`src/rtl/lc3_writeback_param.sv`:
```
// LC-3 writeback stage: source select, register file write, N/Z/P status update,
// commit strobe and saturating commit counter. Optional same-cycle forwarding via WB_BYPASS_EN.
module lc3_writeback_param #(
  parameter int unsigned   DATA_W  = 16,
  parameter int unsigned   NREGS   = 8,
  parameter int unsigned   CNT_W   = 16,
  parameter logic [2:0]    PSR_RST = 3'b010,
  localparam int unsigned  AW      = $clog2(NREGS)
) (
  input  logic              clock,
  input  logic              reset,
  input  logic              enable_writeback,
  input  logic [1:0]        W_Control_in,
  input  logic [DATA_W-1:0] npc,
  input  logic [DATA_W-1:0] aluout,
  input  logic [DATA_W-1:0] pcout,
  input  logic [DATA_W-1:0] memout,
  input  logic [AW-1:0]     sr1,
  input  logic [AW-1:0]     sr2,
  input  logic [AW-1:0]     dr,
  output logic [DATA_W-1:0] d1,
  output logic [DATA_W-1:0] d2,
  output logic [2:0]        psr,
  output logic              wb_valid,
  output logic [AW-1:0]     wb_dr,
  output logic [CNT_W-1:0]  wb_count
);

  typedef enum logic [1:0] {
    SRC_ALU = 2'd0,
    SRC_MEM = 2'd1,
    SRC_PC  = 2'd2,
    SRC_NPC = 2'd3
  } wb_src_e;

  logic [DATA_W-1:0] regfile [NREGS];
  logic [DATA_W-1:0] wdata;
  logic [2:0]        psr_next;

  always_comb begin
    wdata = aluout;
    case (wb_src_e'(W_Control_in))
      SRC_ALU: wdata = aluout;
      SRC_MEM: wdata = memout;
      SRC_PC:  wdata = pcout;
      SRC_NPC: wdata = npc;
      default: wdata = aluout;
    endcase
  end

  // {N,Z,P}: exactly one bit set for any value
  always_comb begin
    psr_next = {wdata[DATA_W-1], (wdata == '0), (~wdata[DATA_W-1] && (wdata != '0))};
  end

  always_ff @(posedge clock) begin
    if (!reset) begin
      for (int unsigned i = 0; i < NREGS; i++) regfile[i] <= '0;
      psr      <= PSR_RST;
      wb_valid <= 1'b0;
      wb_dr    <= '0;
      wb_count <= '0;
    end else if (enable_writeback) begin
      regfile[dr] <= wdata;
      psr         <= psr_next;
      wb_valid    <= 1'b1;
      wb_dr       <= dr;
      if (wb_count != '1) wb_count <= wb_count + CNT_W'(1);
    end else begin
      wb_valid <= 1'b0;
    end
  end

`ifdef WB_BYPASS_EN
  // Forward the value being committed this cycle to readers of the same register
  always_comb begin
    d1 = regfile[sr1];
    d2 = regfile[sr2];
    if (reset && enable_writeback && (sr1 == dr)) d1 = wdata;
    if (reset && enable_writeback && (sr2 == dr)) d2 = wdata;
  end
`else
  always_comb begin
    d1 = regfile[sr1];
    d2 = regfile[sr2];
  end
`endif

endmodule

```
`config.mk`:
```
export PLATFORM = sky130hd
export DESIGN_NAME = lc3_writeback_param
export DESIGN_NICKNAME = d
export VERILOG_FILES = /design/src/rtl/lc3_writeback_param.sv
export SDC_FILE = /design/constraint.sdc
export NUM_CORES = 1
export LEC_CHECK = 0
export ABC_AREA = 1
export CORE_ASPECT_RATIO = 1.1
export CORE_MARGIN = 2
export CORE_UTILIZATION = 50
export CTS_BUF_LIST = sky130_fd_sc_hd__clkbuf_16
export DETAILED_ROUTE_END_ITERATION = 6
export PLACE_DENSITY = 0.76
export SLEW_MARGIN = 20
export SYNTH_ARGS = -nofsm -noshare
export SYNTH_HDL_FRONTEND = slang
export SYNTH_SLANG_ARGS = --single-unit
```
`constraint.sdc`:
```
create_clock -name clock -period 1.85 [get_ports clock]
set_input_delay 0.2775 -clock clock [delete_from_list [all_inputs] [get_ports clock]]
set_output_delay 0.2775 -clock clock [all_outputs]
set_load 0.05 [all_outputs]
```
Word level (Yosys, flattened, before mapping)
Memories as Yosys holds them, arrays and structs flattened.
Cells that the tools add are included.
{ "op_classes": {"n_addsub": 1, "n_eq_ne": 4, "n_mux": 8, "bitwise": 1, "reduce_logical": 6} }
{ "ops": {"columns": ["op", "n"], "rows": [
  ["one-hot mux 16 bit (4 select lines)", 1],
  ["adder 16 x 1 -> 16 bit (second input constant)", 1],
  ["logical NOT 16 bit", 1],
  ["two-way mux 16 bit", 1],
  ["inequality test 16 bit (second input constant)", 1],
  ["nonzero test 16 bit", 1],
  ["OR reduction 16 bit", 1],
  ["two-way mux 1 bit", 5],
  ["equality test 2 bit (second input constant)", 2],
  ["two-way mux 3 bit", 1],
  ["equality test 2 x 1 -> 1 bit (second input constant)", 1],
  ["logical NOT 2 bit", 1],
  ["AND reduction 2 bit", 1],
  ["logical AND 1 bit", 1],
  ["NOT 1 bit", 1]
]} }
{ "word_totals": {"register_bits": 23, "ram_bits": 128, "input_bits": 78, "output_inout_bits": 55, "n_memories": 1} }
{ "memory_table": {"columns": ["name", "depth", "word_bits", "read_ports", "rd_clocked_by_memory_dff", "write_ports", "line_no", "source"], "rows": [
  ["regfile", 8, 16, 2, 0, 8, "36", "logic [DATA_W-1:0] regfile [NREGS];"]
]} }

Logic depth before layout (Yosys ltp)
Gate-level depths: netlist of run 1.
{ "depth": {"ltp_word": 5, "mapped_depth": 11, "ltp_nobuf": 11} }

Worst setup path before layout of run 1
Ideal clock, no wire load.
{ "synth_timing": {"kind": "input to output", "start": "in sr2[1]", "end": "out d2[10]", "arrival_time_ps": 1776, "slack_ps": -204, "path_stages": 6, "cell_sequence": "buf_2 clkbuf_1 o21ai_0 o21ai_0 nor2_1 a31oi_1"} }
{ "synth_via": {"elab_chain_cells": 1} }
{ "synth_rtl": {"columns": ["element", "line_no", "source"], "rows": [
  ["from (decl)", "19", "input logic [AW-1:0] sr2,"],
  ["memory (8 x 16 bit)", null, null],
  ["to (decl)", "22", "output logic [DATA_W-1:0] d2,"]
]} }
Every way passes these cells.

Worst setup path after layout of run 1
{ "layout_timing": {"start": "in sr1[0]", "end": "out d1[2]"} }
{ "layout_via": {"elab_chain_cells": 1} }
{ "layout_rtl": {"columns": ["element", "line_no", "source"], "rows": [
  ["from (decl)", "18", "input logic [AW-1:0] sr1,"],
  ["memory (8 x 16 bit)", null, null],
  ["to (decl)", "21", "output logic [DATA_W-1:0] d1,"]
]} }
Every way passes these cells.

==> run_results.csv, run 1 <==
group,metric,value,unit
run_status,status,"finished, violations left",
run_status,failed_checks,"negative setup slack",
global_route,grtUsageTotal,28.5,%
global_route,overflow,0,
drt,dr_total_vias,8328,
yosys,async_flop_share,0,%
global_route,antenna_found_initial,0,
cts,path_clk_slew,60,ps
timing,drv_slew,0,
floorplan,start_util,51.3,%
timing,worstMarginPinSlew,515,ps
yosys,netlist_area,8400,sq um
yosys,synth_seq_cells,151,
cts,cts_tree,"yes",
cts,clockBufferDepth,2,
placement,io_buffers,132,
setup_path,cp.arrival,1690,ps
cts,cts_made_buffers,17,
timing,max_freq,0.508,GHz
floorplan,rows,49,
cts,cts_root_buffer,"clkbuf_16",
timing,finalHoldViolations,0,
setup_path,critPathCaptureType,"primary output",
drt,drt-met1-wl,9770,microns
placement,dp_hpwl,17000,microns
placement,gp_congestion,0.874,
power,static-leakage-power,0.00459,uW
yosys,yosys_warnings,0,
timing,fin_crit_sh,106,%
yosys,syn_avg_cell_area,8.11,sq um
timing,setup_slack,-117,ps
power,pwr_density_cell,815,nW/um^2
drt,drtAntennaViolNets,0,
worst_hold_path,hp-class,"reg -> reg",
cts,post_cts_buffers,0,
setup_path,crit_required,1570,ps
cells_and_area,area_growth,41.6,%
yosys,synth_most_common_cell,"nor2_1",
yosys,synth_nets,1114,
setup_path,cp_max_fo,30,
floorplan,coreArea,16400,sq um
cts,h-tree-depth,4,
cells_and_area,fin_util,72.6,%
placement,dpl.cell_count,1378,
power,finalPower,9700,uW
timing,fin_skew,6.57,ps
drt,drt_iter0_markers,1228,
yosys,synth-edff-count,128,
global_route,grt_max_degree,57,
floorplan,die_x,128,microns
drt,drt_wl_total,26100,microns
setup_path,crit_type,"in -> out",
timing,rsz0062_at_grt,"true",
yosys,synthCells,1035,
cells_and_area,drive_gt1_share,20.8,%
drt,wl_per_cell,18.5,microns
floorplan,fp.dieH,140,microns
drt,first_pass_iters,5,
yosys,synth_area_leaders,"edfxtp_1 46%, nor2_1 9.9%, o21ai_0 7.5%",
cells_and_area,final_net_count,1273,
yosys,synthTopCellsByCount,"222 x nor2_1, 128 x edfxtp_1, 125 x o21ai_0",
drt,highest-signal-layer,"met4",
yosys,ys_types,29,
cts,clock_latency,420,ps
yosys,synth_top_area_share,45.8,%
drt,met2_length,13000,microns
flow_run,drv_cap,0,
timing,finalSetupViolCount,15,
yosys,synthFlopType,"edfxtp_1",
drt,wl_met3,2330,microns
yosys,synth_top_area_cell,"edfxtp_1",
global_route,grt_pass1_vias,7981,
floorplan,boundaryPins,133,
cells_and_area,diodes,0,
setup_path,cp-start-kind,"input port",
global_route,grt_pass1_wl,39600,microns
power,vdd.ir_drop.worst,0.623,mV
timing,relSlewSlack,65.8,%
cells_and_area,final_cells,1411,
timing,period_needed,1970,ps
yosys,yosysSeqAreaShare,51.3,%
drt,drc,0,
floorplan,dieArea,17800,sq um
cts,clock-sinks,151,
drt,viasPerCell,5.90,
==> worst paths after layout <==
kind	cells past startpoint	start	slack, ps	to
max	8	sr1[0]	-120	d1[2]
min	2	wb_dr[1]	480	wb_dr[1]
max reg2reg	11	wb_count[1]	160	wb_count[3]
min reg2reg	2	wb_dr[1]	480	wb_dr[1]
==> critical path: stages <==
cell      delay, ps
clkbuf_4        170
buf_4           320
o21ai_0         130
o21ai_1         170
nor2_1           60
a31oi_1         230
buf_4           180
buf_12          130
==> sequential cells by signal (all words and copies together) (netlist names) <==
| name | flops |
|---|---|
| regfile | 128 |
| wb_count | 16 |
| psr | 3 |
| wb_dr | 3 |
| wb_valid | 1 |
==> layout make-up <==
type                    count  area, sq um
repair buffers            208         2620
clock buffers              20          500
flip-flops and latches    151         4310
clock inverters            12         83.8
inverters                  94          353
multi-input cells         722         3770
well taps                 204          255
fillers                  1134         4480
==> timing repair <==
item / in CTS / in global routing
pin swaps: 11 / 28
setup endpoints to repair: 41 / 48
cloned: 0 / 2
hold buffers: 0 / 0
resized for setup: 73 / 59
==> cell families (layout without fill, tap and decap cells) <==
kind of cell               after synthesis  in the layout  synth area share [%]
DFF                                    151            151                  51.3
adders and majority gates                1              1                 0.149
AOI/OAI and AO/OA                      278            278                  18.1
buffers and inverters                  162            334                  8.03
xor gates and xnor gates                10             10                  1.04
and+or+nand+nor                        433            433                  21.4
==> layout by cell type (no fill, tap or decap), types with 2 or more instances in the layout <==
cell / n
a21oi_1: 51
a21oi_2: 26
a31oi_1: 4
a31oi_2: 23
a31oi_4: 5
buf_12: 66
buf_2: 3
buf_4: 47
clkbuf_16: 22
clkdlybuf4s50_1: 73
dfxtp_1: 21
dfxtp_2: 2
dlygate4sd2_1: 14
edfxtp_1: 128
inv_1: 77
inv_2: 24
nand2_1: 117
nand2_2: 10
nand3_1: 54
nand3_2: 2
nand4_1: 15
nor2_1: 216
nor2_2: 8
nor2_4: 2
nor3_1: 7
o211ai_1: 33
o21ai_0: 69
o21ai_1: 62
o21ai_2: 3
xnor2_1: 5
xor2_1: 5
==> layer usage <==
layer / track usage [%] / vias to the layer above
met1: 34.4 / 3826
met3: 5.08 / 98
li1: - / 3862
met5: 0 / -
met2: 48.9 / 542
met4: 14.2 / 0
==> power breakdown <==
| part | switching [uW] | leakage (uW) | internal (uW) |
|---|---|---|---|
| registers | 92.5 | 0.00141 | 3890 |
| logic | 1330 | 0.00286 | 1010 |
| clock network | 1320 | 0.000308 | 2060 |
| total | 2740 | 0.00459 | 6950 |
==> per-stage QoR <==
stage | TNS [ps] | instance area (sq um) | worst slack, ps | hold WS [ps]
final | -509 | 11900 | -117 | 475
after detailed placement | -10100 | 11100 | -142 | 460
after CTS | -507 | 11700 | -87.9 | 461
after floorplan | -816 | 8570 | -204 | 406
after global routing | -2420 | 11900 | -146 | 490
after global placement | -5790 | 11100 | -81.9 | 445
No activity file was read; power rests on OpenSTA's default activity.
==> run 2: changes to the inputs <==
--- a/config.mk
+++ b/config.mk
@@ -8,10 +8,11 @@
 export ABC_AREA = 1
 export CORE_ASPECT_RATIO = 1.1
 export CORE_MARGIN = 2
-export CORE_UTILIZATION = 50
+export CORE_UTILIZATION = 55
 export CTS_BUF_LIST = sky130_fd_sc_hd__clkbuf_16
+export CTS_CLUSTER_DIAMETER = 50
 export DETAILED_ROUTE_END_ITERATION = 6
-export PLACE_DENSITY = 0.76
+export PLACE_DENSITY = 0.83
 export SLEW_MARGIN = 20
 export SYNTH_ARGS = -nofsm -noshare
 export SYNTH_HDL_FRONTEND = slang
==> run 2 against run 1 <==
Effect of this change: global-route usage rose by 5.8 points; sequential power barely moved; critical path type is now reg -> out; highest routed layer unchanged; power rose by 3.0%; clock power rose by 7.4%; the flow still finishes with violations (negative setup slack); setup slack got worse by 97 ps; fmax fell by 4.7%; die area fell by 8.8%; utilization rose by 6.8 points; wire length rose by 9.9%; worst hold slack got worse by 16 ps; clock skew rose by 1.9 ps; combinational power rose by 2%.
==> run_results.csv, run 2 (synthesized netlist as in run 1, its figures left out) <==
group,metric,value,unit
setup_path,cp-start-kind,"flip-flop",
cells_and_area,final_area,11900,sq um
timing,relSlewSlack,66.1,%
setup_path,crit_slowest_cell,"edfxtp_1",
cells_and_area,register_area,4310,sq um
placement,dp_hpwl,18100,microns
timing,setup_slack,-214,ps
cells_and_area,reg.largest.list,"regfile: 128 flops, wb_count: 16 flops",
global_route,overflow,0,
cells_and_area,fillers,869,
setup_path,crit_required,1570,ps
floorplan,boundaryPins,133,
floorplan,start_util,56.0,%
timing,fin_crit_sh,112,%
timing,fin_skew,8.52,ps
setup_path,crit_chain,"o21ai_0 > o21ai_1 > nor2_1 > a31oi_1 > buf_4 > buf_12",
global_route,antenna_found_initial,0,
global_route,grtUsageTotal,34.3,%
global_route,grt_pass1_wl,42800,microns
setup_path,crit_type,"reg -> out",
cells_and_area,fin_util,79.5,%
cts,cts_made_buffers,17,
placement,place_ws,-123,ps
drt,first_pass_iters,6,
drt,drc,0,
setup_path,cp.arrival,1790,ps
cts,cts_root_buffer,"clkbuf_16",
drt,viasPerCell,6.21,
floorplan,coreArea,15000,sq um
cells_and_area,largest_reg_flops,128,
timing,max_freq,0.484,GHz
cts,clock-sinks,151,
setup_path,critPathCaptureType,"primary output",
global_route,grt_max_degree,37,
timing,drv_slew,0,
cts,clockBufferDepth,2,
cts,path_clk_slew,60,ps
setup_path,cp_slowest_stage_delay,420,ps
timing,rsz0062_at_grt,"true",
setup_path,cp_max_fo,2,
cells_and_area,layout_commonest_cell,"nor2_1",
cells_and_area,multiInputGateArea,3820,sq um
timing,finalHoldViolations,0,
power,finalPower,9990,uW
timing,worstMarginPinSlew,511,ps
worst_hold_path,hp-class,"reg -> reg",
power,vdd.ir_drop.worst,0.821,mV
run_status,status,"finished, violations left",
placement,gp_congestion,0.900,
setup_path,reg2reg_from,"wb_count[1]",
cts,post_cts_buffers,0,
timing,period_needed,2060,ps
cells_and_area,mostFrequentLayoutCells,"213 x nor2_1, 128 x edfxtp_1, 117 x nand2_1",
cells_and_area,drive_gt1_share,21.7,%
cells_and_area,area_growth,41.9,%
setup_path,crit_start,"regfile[6][1]",
cts,clock_latency,440,ps
global_route,grt_pass1_vias,8302,
placement,postPlaceCellArea,11100,sq um
flow_run,drv_cap,0,
floorplan,rows,47,
cells_and_area,diodes,0,
placement,io_buffers,132,
timing,finalSetupViolCount,22,
drt,wl_per_cell,20.4,microns
drt,drtAntennaViolNets,0,
cells_and_area,final_net_count,1275,
worst_hold_path,min-delay-start,"wb_dr[0]",
run_status,failed_checks,"negative setup slack",
floorplan,fp.dieH,134,microns
drt,dr_total_vias,8724,
drt,drt_wl_total,28700,microns
drt,drt_iter0_markers,1680,
floorplan,die_x,122,microns
cts,cts_hold_buf,0,
power,pwr_density_cell,838,nW/um^2
floorplan,dieArea,16300,sq um
cells_and_area,top_register,"regfile",
cts,cts_tree,"yes",
cts,h-tree-depth,4,
power,static-leakage-power,0.00455,uW
-- run 2: path summary, 6_finish.rpt --
path                                     to  slack, ps  cells after the start
worst max-delay path                  d1[1]       -210                      6
worst min-delay path               wb_dr[0]        460                      2
worst max register to register  wb_count[3]        110                     11
worst min register to register     wb_dr[0]        460                      2
-- run 2: report_power, final --
group | leakage, uW | total (uW) | switching, uW | internal [uW]
Clock | 0.000307 | 3630 | 1390 | 2240
Combinational | 0.00283 | 2370 | 1380 | 989
Sequential | 0.00141 | 3990 | 101 | 3890
-- run 2: final cells by class --
cell class | count | share of cell area (%)
repair inverters | 1 | 0.0630
well taps | 196 | 2.06
flip-flops and latches | 151 | 36.1
clock buffers | 17 | 3.57
inverters | 94 | 2.99
repair buffers | 209 | 21.5
clock inverters | 15 | 1.57
multi-input cells | 722 | 32.1
-- run 2: routing by layer --
metal  global-route usage (%)  vias up  wire [microns]
met1                     42.5     4018            9890
met4                     12.8        0            1160
li1                         -     3868               -
met5                        0        -               0
met3                     7.45      136            3200
met2                     58.6      702           14500
-- run 2: worst max-delay path, delay by kind of cell (launching register included) --
family	cells	cell delay, ps
flops	1	420
simple gates	1	150
compound gates	3	470
buf+inv	2	310
-- run 2: per-stage QoR --
step,cells,hold slack [ps],setup TNS (ps)
2_1_floorplan,1035,406,-816
3_3_place_gp,1372,439,-3530
3_5_place_dp,1372,455,-6510
4_1_cts,1403,463,-525
5_1_grt,1405,499,-2920
6_report,1405,459,-1390
-- run 2: repair_timing --
item,in CTS,in global routing
pin swaps,12,26
hold endpoints to repair,0,0
cloned,0,2
gates resized for setup,66,80
endpoints found under the setup margin,37,47
